==> config.mk <==
export PLATFORM = sky130hd
export DESIGN_NAME = alu_iterative
export DESIGN_NICKNAME = d
export VERILOG_FILES = /design/src/rtl/alu_pkg.sv /design/src/rtl/alu_comb_core.sv /design/src/rtl/alu_iterative.sv
export SDC_FILE = /design/constraint.sdc
export NUM_CORES = 1
export LEC_CHECK = 0
export BUFFER_PORTS_ARGS = -buffer_cell sky130_fd_sc_hd__clkbuf_2
export CAP_MARGIN = 20
export CORE_MARGIN = 1
export CORE_UTILIZATION = 40
export DETAILED_ROUTE_END_ITERATION = 7
export HOLD_SLACK_MARGIN = 0.05
export PLACE_DENSITY = 0.6
export SLEW_MARGIN = 20
export SYNTH_ARGS = -nofsm -noshare
export SYNTH_HDL_FRONTEND = slang
export SYNTH_HIERARCHICAL = 1
export SYNTH_SLANG_ARGS = --single-unit
==> constraint.sdc <==
create_clock -name clk -period 2.6 [get_ports clk]
set_clock_uncertainty 0.1 [all_clocks]
set_input_delay 0.26 -clock clk [delete_from_list [all_inputs] [get_ports clk]]
set_output_delay 0.26 -clock clk [all_outputs]
set_load 0.005 [all_outputs]
==> src/rtl/alu_pkg.sv <==
// rtl/alu_pkg.sv - shared ALU operation codes, FSM state type and op helpers
package alu_pkg;

  localparam logic [3:0] OP_AND = 4'b0000;
  localparam logic [3:0] OP_OR  = 4'b0001;
  localparam logic [3:0] OP_ADD = 4'b0010;
  localparam logic [3:0] OP_SUB = 4'b0011;
  localparam logic [3:0] OP_SLL = 4'b0100;
  localparam logic [3:0] OP_SRL = 4'b0101;
  localparam logic [3:0] OP_SRA = 4'b0111;
  localparam logic [3:0] OP_EQ  = 4'b1000;
  localparam logic [3:0] OP_XOR = 4'b1001;
  localparam logic [3:0] OP_NE  = 4'b1010;
  localparam logic [3:0] OP_LT  = 4'b1100;
  localparam logic [3:0] OP_GE  = 4'b1101;

  typedef enum logic [1:0] {
    ST_IDLE  = 2'b00,
    ST_SHIFT = 2'b01,
    ST_DONE  = 2'b10
  } alu_state_e;

  // Shifts are the only ops that go through the iterative path.
  function automatic logic is_shift_op(input logic [3:0] op);
    return (op == OP_SLL) || (op == OP_SRL) || (op == OP_SRA);
  endfunction

endpackage

==> src/rtl/alu_comb_core.sv <==
// rtl/alu_comb_core.sv - single-cycle ALU datapath (everything except shifts)
module alu_comb_core
  import alu_pkg::*;
#(
  parameter int WIDTH = 32
) (
  input  logic [3:0]       i_op,
  input  logic [WIDTH-1:0] i_a,
  input  logic [WIDTH-1:0] i_b,
  output logic [WIDTH-1:0] o_result
);

  logic w_lt_signed;

  assign w_lt_signed = $signed(i_a) < $signed(i_b);

  // Decode the op; shift and unknown codes yield 0 here.
  always_comb begin
    o_result = '0;
    case (i_op)
      OP_AND:  o_result = i_a & i_b;
      OP_OR:   o_result = i_a | i_b;
      OP_ADD:  o_result = i_a + i_b;
      OP_SUB:  o_result = i_a - i_b;
      OP_XOR:  o_result = i_a ^ i_b;
      OP_EQ:   o_result = {{(WIDTH-1){1'b0}}, (i_a == i_b)};
      OP_NE:   o_result = {{(WIDTH-1){1'b0}}, (i_a != i_b)};
      OP_LT:   o_result = {{(WIDTH-1){1'b0}}, w_lt_signed};
      OP_GE:   o_result = {{(WIDTH-1){1'b0}}, ~w_lt_signed};
      default: o_result = '0;
    endcase
  end

endmodule

==> src/rtl/alu_iterative.sv <==
// rtl/alu_iterative.sv - ALU with one-bit-per-cycle shifter and valid/ready handshakes
module alu_iterative
  import alu_pkg::*;
#(
  parameter int WIDTH   = 32,
  parameter int SHAMT_W = 5
) (
  input  logic             clk,
  input  logic             rst_n,
  input  logic             in_valid,
  output logic             in_ready,
  input  logic [3:0]       operation,
  input  logic [WIDTH-1:0] srca,
  input  logic [WIDTH-1:0] srcb,
  input  logic             flush,
  output logic             out_valid,
  input  logic             out_ready,
  output logic [WIDTH-1:0] result,
  output logic             zero,
  output logic             busy
);

  alu_state_e         r_state;
  logic [3:0]         r_op;
  logic [WIDTH-1:0]   r_shreg;
  logic [SHAMT_W-1:0] r_cnt;
  logic [WIDTH-1:0]   r_result;
  logic               r_out_valid;

  logic [WIDTH-1:0]   w_comb_result;
  logic [WIDTH-1:0]   w_shift_next;
  logic [SHAMT_W-1:0] w_shamt;

  assign w_shamt   = srcb[SHAMT_W-1:0];
  // rst_n is used directly so in_ready drops the moment reset asserts.
  assign in_ready  = rst_n & ~flush & (r_state == ST_IDLE);
  assign out_valid = r_out_valid;
  assign result    = r_result;
  assign zero      = (r_result == '0);
  assign busy      = (r_state != ST_IDLE);

  alu_comb_core #(
    .WIDTH(WIDTH)
  ) u_comb_core (
    .i_op     (operation),
    .i_a      (srca),
    .i_b      (srcb),
    .o_result (w_comb_result)
  );

  // One-bit shift step; SRA keeps re-copying the original sign bit.
  always_comb begin
    w_shift_next = r_shreg;
    case (r_op)
      OP_SLL:  w_shift_next = {r_shreg[WIDTH-2:0], 1'b0};
      OP_SRL:  w_shift_next = {1'b0, r_shreg[WIDTH-1:1]};
      OP_SRA:  w_shift_next = {r_shreg[WIDTH-1], r_shreg[WIDTH-1:1]};
      default: w_shift_next = r_shreg;
    endcase
  end

  // Control FSM; flush outranks accept and out_ready, result stays 0 unless valid.
  always_ff @(posedge clk or negedge rst_n) begin
    if (!rst_n) begin
      r_state     <= ST_IDLE;
      r_op        <= OP_AND;
      r_shreg     <= '0;
      r_cnt       <= '0;
      r_result    <= '0;
      r_out_valid <= 1'b0;
    end else if (flush) begin
      r_state     <= ST_IDLE;
      r_cnt       <= '0;
      r_result    <= '0;
      r_out_valid <= 1'b0;
    end else begin
      case (r_state)
        ST_IDLE: begin
          if (in_valid) begin
            r_op    <= operation;
            r_shreg <= srca;
            if (is_shift_op(operation) && (w_shamt != '0)) begin
              r_cnt   <= w_shamt;
              r_state <= ST_SHIFT;
            end else begin
              r_result    <= is_shift_op(operation) ? srca : w_comb_result;
              r_out_valid <= 1'b1;
              r_state     <= ST_DONE;
            end
          end
        end
        ST_SHIFT: begin
          r_shreg <= w_shift_next;
          r_cnt   <= r_cnt - SHAMT_W'(1);
          if (r_cnt == SHAMT_W'(1)) begin
            r_result    <= w_shift_next;
            r_out_valid <= 1'b1;
            r_state     <= ST_DONE;
          end
        end
        ST_DONE: begin
          if (out_ready) begin
            r_result    <= '0;
            r_out_valid <= 1'b0;
            r_state     <= ST_IDLE;
          end
        end
        default: begin
          r_result    <= '0;
          r_out_valid <= 1'b0;
          r_state     <= ST_IDLE;
        end
      endcase
    end
  end

endmodule
# --- Word-level counts from Yosys, hierarchy flattened ---
# Index checks and enable logic that the tools add are counted.
word_totals:
  input_bits: 73
  elab_cells: 84
  regBits: 76
op_classes:
  eq_ne: 25
  n_mux: 27
  add_sub_neg: 3
  bitwise_logic: 7
  order_cmp: 1
  reduce_logical: 15
ops:
  columns: ["cell", "count"]
  rows:
  - ["32-bit one-hot mux with 9 select lines", 1]
  - ["32-bit two-way mux", 7]
  - ["32-bit one-hot mux with 3 select lines", 2]
  - ["32-bit one-hot mux with 2 select lines", 1]
  - ["32-bit adder", 1]
  - ["32-bit AND", 1]
  - ["32-bit == test", 1]
  - ["32-bit zero test", 1]
  - ["32-bit < comparator", 1]
  - ["32-bit inequality test", 1]
  - ["32-bit bitwise OR", 1]
  - ["32-bit subtractor", 1]
  - ["32-bit XOR", 1]
  - ["4-bit by 3-bit == test with 1-bit output, second input constant", 6]
  - ["4-bit == test, second input constant", 5]
  - ["5-bit two-way mux", 3]
  - ["3-bit inequality test, second input constant", 4]
  - ["3-bit AND reduction", 4]
  - ["2-bit two-way mux", 5]
  - ["5-bit one-hot mux with 2 select lines", 1]
  - ["4-bit by 2-bit == test with 1-bit output, second input constant", 2]
  - ["2-bit one-hot mux with 3 select lines", 1]
  - ["5-bit by 1-bit == test with 1-bit output, second input constant", 1]
  - ["1-bit two-way mux", 5]
  - ["17 further kinds", 21]

# --- Logic depth before layout (Yosys ltp) ---
depth:
  depth_word: 8
  ltp_mapped: 16
  mapped_depth_nobuf: 16

# --- Cells and area by module ---
# The synthesis kept the hierarchy.
by_module_without_submodules:
  columns: ["module", "seq_area_each_um2", "n_inst", "cells_per_inst", "area_each_um2"]
  rows:
  - ["alu_comb_core", 0.0, 1, 739, 4850.9]
  - ["alu_iterative", 1901.8, 1, 474, 4433.0]

# --- Least setup slack after synthesis ---
# OpenSTA, ideal clock, no wires.
synth_path:
  path_type: "input to register"
  start: "input port srcb[9]"
  end: "register r_result[24] (netlist: result[24])"
  setup_slack_ps: -744
  path_stages: 15
  n_path_buf: 1
  t_arrival_ps: 3123
  cell_sequence: "inv_1 -> ha_1 -> clkbuf_2 -> inv_1 -> a211o_1 -> a221oi_4 -> a21oi_2 -> o31ai_4 -> nor2_1 -> o311a_1 -> a211oi_2 -> nand2_1 -> mux2_2 -> a221o_1 -> a22o_1"
synth_via:
  elab_chain_len: 7
  elab_cells_between_ends: 8
  cone_classes: "add/sub (2); mux (6)"
synth_rtl:
  columns: ["element", "line", "source"]
  rows:
  - ["from (decl)", "alu_iterative.sv:14", "input logic [WIDTH-1:0] srcb,"]
  - ["32-bit subtractor or 32-bit adder (tied branches)", "alu_comb_core.sv:24, alu_comb_core.sv:23", null]
  - ["32-bit one-hot mux with 9 select lines (*)", "alu_comb_core.sv:20", "case (i_op)"]
  - ["net w_comb_result[24]", "alu_iterative.sv:30", "logic [WIDTH-1:0] w_comb_result;"]
  - ["32-bit two-way mux (*)", "alu_iterative.sv:86", "r_result <= is_shift_op(operation) ? srca : w_comb_result;"]
  - ["32-bit two-way mux (*)", "alu_iterative.sv:82", "if (is_shift_op(operation) && (w_shamt != '0)) begin"]
  - ["32-bit two-way mux (*)", "alu_iterative.sv:79", "if (in_valid) begin"]
  - ["32-bit one-hot mux with 3 select lines (*)", "alu_iterative.sv:77", "case (r_state)"]
  - ["32-bit two-way mux (*)", "alu_iterative.sv:71", "end else if (flush) begin"]
  - ["to (signal assigned)", "alu_iterative.sv:86", null]
  - ["to (signal assigned)", "alu_iterative.sv:96", "r_result <= w_shift_next;"]
  - ["to (decl)", "alu_iterative.sv:27", "logic [WIDTH-1:0] r_result;"]
# Mark *: on every way through the listed nets, which the timed path passes. The rest lies on a longest branch. The select of a mux whose other input is x is not followed.
# A chain may end at the register's enable or synchronous reset.

# --- Worst setup path in the final report ---
layout_path:
  start: "input port srcb[1]"
  end: "register r_result[23] (netlist: result[23])"
# Same word-level chain as after synthesis.

==> key figures <==
Timing
  • Final worst setup slack: -0.637 ns
  • Max Fclk: 0.309 GHz
  • RSZ-0062 raised after global routing: true
  • Max-slew violations: 0
  • Relative slew slack: 0.589
  • Slew @ Worst Pin: 0.616 ns
  • Final setup TNS: -10.50 ns
  • Post-layout min period: 3.24 ns
  • Final Setup Violations: 27
  • Period utilization: 1.24
  • Hold Fails Final Rpt: 0

Flow run
  • Max cap viols: 0

Global route
  • Grt met2 use: 0.552
  • Busiest grt layer: met2
  • Met3 global-route usage: 0.0297
  • Vias in the first global route: 11200
  • GRT overflow: 0
  • Initial antenna violation count: 0
  • First-pass GRT wire length: 61700 um
  • GRT met1 Usage: 0.437
  • Largest net degree at the start of global routing: 38
  • Gr usage total: 0.333

Yosys
  • Syn Inst Count: 1213
  • #FFs+latches synth: 76
  • Synthesized area per cell: 7.65 sq um
  • Netlist cell types: 80
  • Post-synth EDFFs: 0
  • Ys async rst share: 1.00
  • Synth Net Count: 1389
  • Dominant synthesized flop cell: dfrtp_1
  • Synth Warn #: 6
  • Register area share after synthesis: 0.205
  • Netlist Area Pre-Place: 9280 sq um

Status
  • Violated checks: negative setup slack
  • Status: finished with violations

Setup path
  • Crit Path Max Fanout: 3
  • CP Data Required Time: 2.73 ns
  • Startpoint type of the worst setup path: primary input
  • CP Class: in2reg
  • FF-to-FF setup slack: 0.18 ns
  • Worst path slowest cell: a221oi_4
  • Critical Path AT: 3.36 ns
  • Worst path bufs/invs: 4
  • Largest delay share family, worst path: compound AO/OA/AOI/OAI gates
  • Cell mode on critical path: o21ai_1
  • CP max stage delay: 0.37 ns
  • Cell breakdown of the critical path: buf_8, clkinvlp_4, ha_4, o21ba_4, or3_4, a221oi_4, nor4b_4, buf_4, o31ai_4, buf_6, a211oi_2, a21oi_1, xor2_1, o21ai_1, mux2_4, a221oi_2, o21ai_1
  • Critical path endpoint category: register

Floorplanning
  • Die Y: 154 um
  • Initial Util: 0.409
  • # IOs: 109
  • Row cnt: 55
  • Die area: 23800 sq um
  • CORE AREA: 22700 sq um
  • Die Wd: 154 um

Route
  • Antenna Violating Nets Remaining: 0
  • DR vias: 11300
  • Detailed-route DRC error count: 0
  • Drt pass-1 iters: 7
  • Avg WL per Cell: 20.8 um
  • Initial DRC Count: 1097
  • Drt via density: 5.95
  • Routed WL: 39500 um

Clock network
  • Num CTS Buffers: 9
  • Bufs on Longest Clock Path: 2
  • CTS Sinks: 76
  • Clock H-tree levels: 3
  • CTS tree: done
  • Clk_lat worst skew: 0.34 ns
  • Clock transition at path regs: 0.06 ns
  • Clock Tree Root: clkbuf_16

Cells and area
  • Share of cells above drive strength 1: 0.392
  • Area Overhead vs Synth: 47.5%
  • Nets@finish: 1779
  • Antenna diodes: 0
  • Post-route cell area: 13700 sq um

Hold path
  • HP Class: in2reg

Placement
  • Detailed placement HPWL: 31000 um
  • GP Congestion: 0.970
  • Port bufs: 108
  • Placed cell areas: 12600 sq um

Pwr
  • Peak supply drop: 0.533 mV
  • Leak: 6.41 nW
  • Cell area power density: 631 nW/um^2
path summary, 6_finish.rpt:
check | start | endpoint | cells after the start
worst min-delay path | flush | r_cnt[4] | 2
worst max-delay path | srcb[1] | result[23] | 17
worst min register to register | out_valid | out_valid | 2
max in group asynchronous | rst_n | r_shreg[12] | 3
min in group asynchronous | rst_n | out_valid | 2
worst max register to register | r_cnt[1] | result[19] | 7
report_power, final:
part	internal [mW]	switching, mW
Clock	0.797	0.514
Sequential	1.67	0.566
Combinational	2.26	2.83
Total	4.73	3.92
registers in the layout (all words and copies together) (netlist names):
| register | cells |
|---|---|
| out_valid | 1 |
| r_shreg | 32 |
| r_state | 2 |
| result | 32 |
| r_op | 4 |
| r_cnt | 5 |
cell usage after synthesis, types with 4 or more instances:
cell / n / area (sq um)
nand2_1: 74 / 278
a21oi_1: 136 / 681
xnor2_1: 20 / 175
a21o_1: 10 / 75.1
o2bb2ai_1: 15 / 131
clkinv_1: 5 / 18.8
inv_1: 102 / 383
o22ai_1: 37 / 231
mux2i_1: 16 / 160
o22a_1: 5 / 43.8
nor4_1: 17 / 106
ha_1: 101 / 1260
a22oi_1: 22 / 165
o2111ai_1: 5 / 43.8
a221oi_1: 26 / 228
nand3_1: 21 / 105
a211oi_1: 16 / 120
buf_2: 23 / 115
a41oi_1: 4 / 35.0
and2_1: 4 / 25.0
nand4_1: 9 / 56.3
xor2_1: 5 / 43.8
nor3_1: 26 / 130
or3_1: 6 / 37.5
dfrtp_1: 76 / 1900
nand2b_1: 9 / 56.3
nor2_1: 97 / 364
nor2b_1: 14 / 87.6
o211ai_1: 11 / 82.6
clkbuf_1: 47 / 176
a22o_1: 12 / 105
buf_1: 4 / 15.0
o21bai_1: 16 / 120
o21ai_0: 81 / 405
a31oi_1: 11 / 68.8
and3_1: 8 / 50.1
o31ai_1: 14 / 105
a221o_1: 6 / 60.1
mux2_2: 30 / 338
cells by family (layout without fill, tap and decap cells):
family	Yosys count	count (layout)	share of synthesized area
AOI/OAI and AO/OA	471	471	0.338
DFF	76	76	0.205
buffers and inverters	187	582	0.0815
adders and majority gates	103	103	0.140
muxes	46	46	0.0536
xor gates and xnor gates	25	25	0.0236
and+or+nand+nor	305	305	0.158
routing by layer:
| layer | routed length (um) | vias up | share of wire |
|---|---|---|---|
| met5 | 0 | - | 0 |
| met4 | 2170 | 0 | 0.055 |
| met3 | 2540 | 109 | 0.064 |
| met2 | 18100 | 532 | 0.46 |
| met1 | 16600 | 5359 | 0.42 |
| li1 | - | 5258 | - |
area by class of cell:
type                            count  area, sq um
Inverter                          107          418
Timing Repair Buffer              459         3330
Tap cell                          285          357
Clock inverter                      5         60.1
Clock buffer                       11          253
Sequential cell                    76         1900
Multi-Input combinational cell    950         7370
Fill cell                        2134         9020
what timing repair did:
| item | in CTS | in global routing |
|---|---|---|
| gates resized for setup | 108 | 45 |
| buffers inserted | 9 | 6 |
| endpoints found under the setup margin | 27 | 28 |
| pin swaps | 75 | 42 |
| endpoints found under the hold margin | 30 | 0 |
| hold buffers | 2 | 0 |
through the flow:
step / power, mW / setup WS (ns) / cells / utilization / hold WS [ns]
6_report: 8.65 / -0.637 / 1893 / 0.603 / 0.193
5_1_grt: 9.20 / -0.747 / 1893 / 0.603 / 0.223
4_1_cts: 8.47 / -0.629 / 1887 / 0.593 / 0.193
3_5_place_dp: 6.94 / -1.17 / 1865 / 0.556 / 0.126
3_3_place_gp: 6.90 / -1.02 / 1865 / 0.556 / 0.123
2_1_floorplan: 4.97 / -0.558 / 1213 / - / -0.136
layout by cell type, fill, tap and decap left out, types with 18 or more instances in the layout:
master,synthesis,routed
a21oi_1,136,125
a221oi_1,26,19
a22oi_1,22,22
buf_4,0,337
clkbuf_2,3,102
dfrtp_1,76,76
ha_1,101,89
inv_1,102,91
mux2_2,30,18
nand2_1,74,70
nand3_1,21,20
nor2_1,97,94
nor3_1,26,24
o21ai_0,81,54
o21ai_1,3,20
o22ai_1,37,37
xnor2_1,20,19
(Power assumes the default switching activity.)
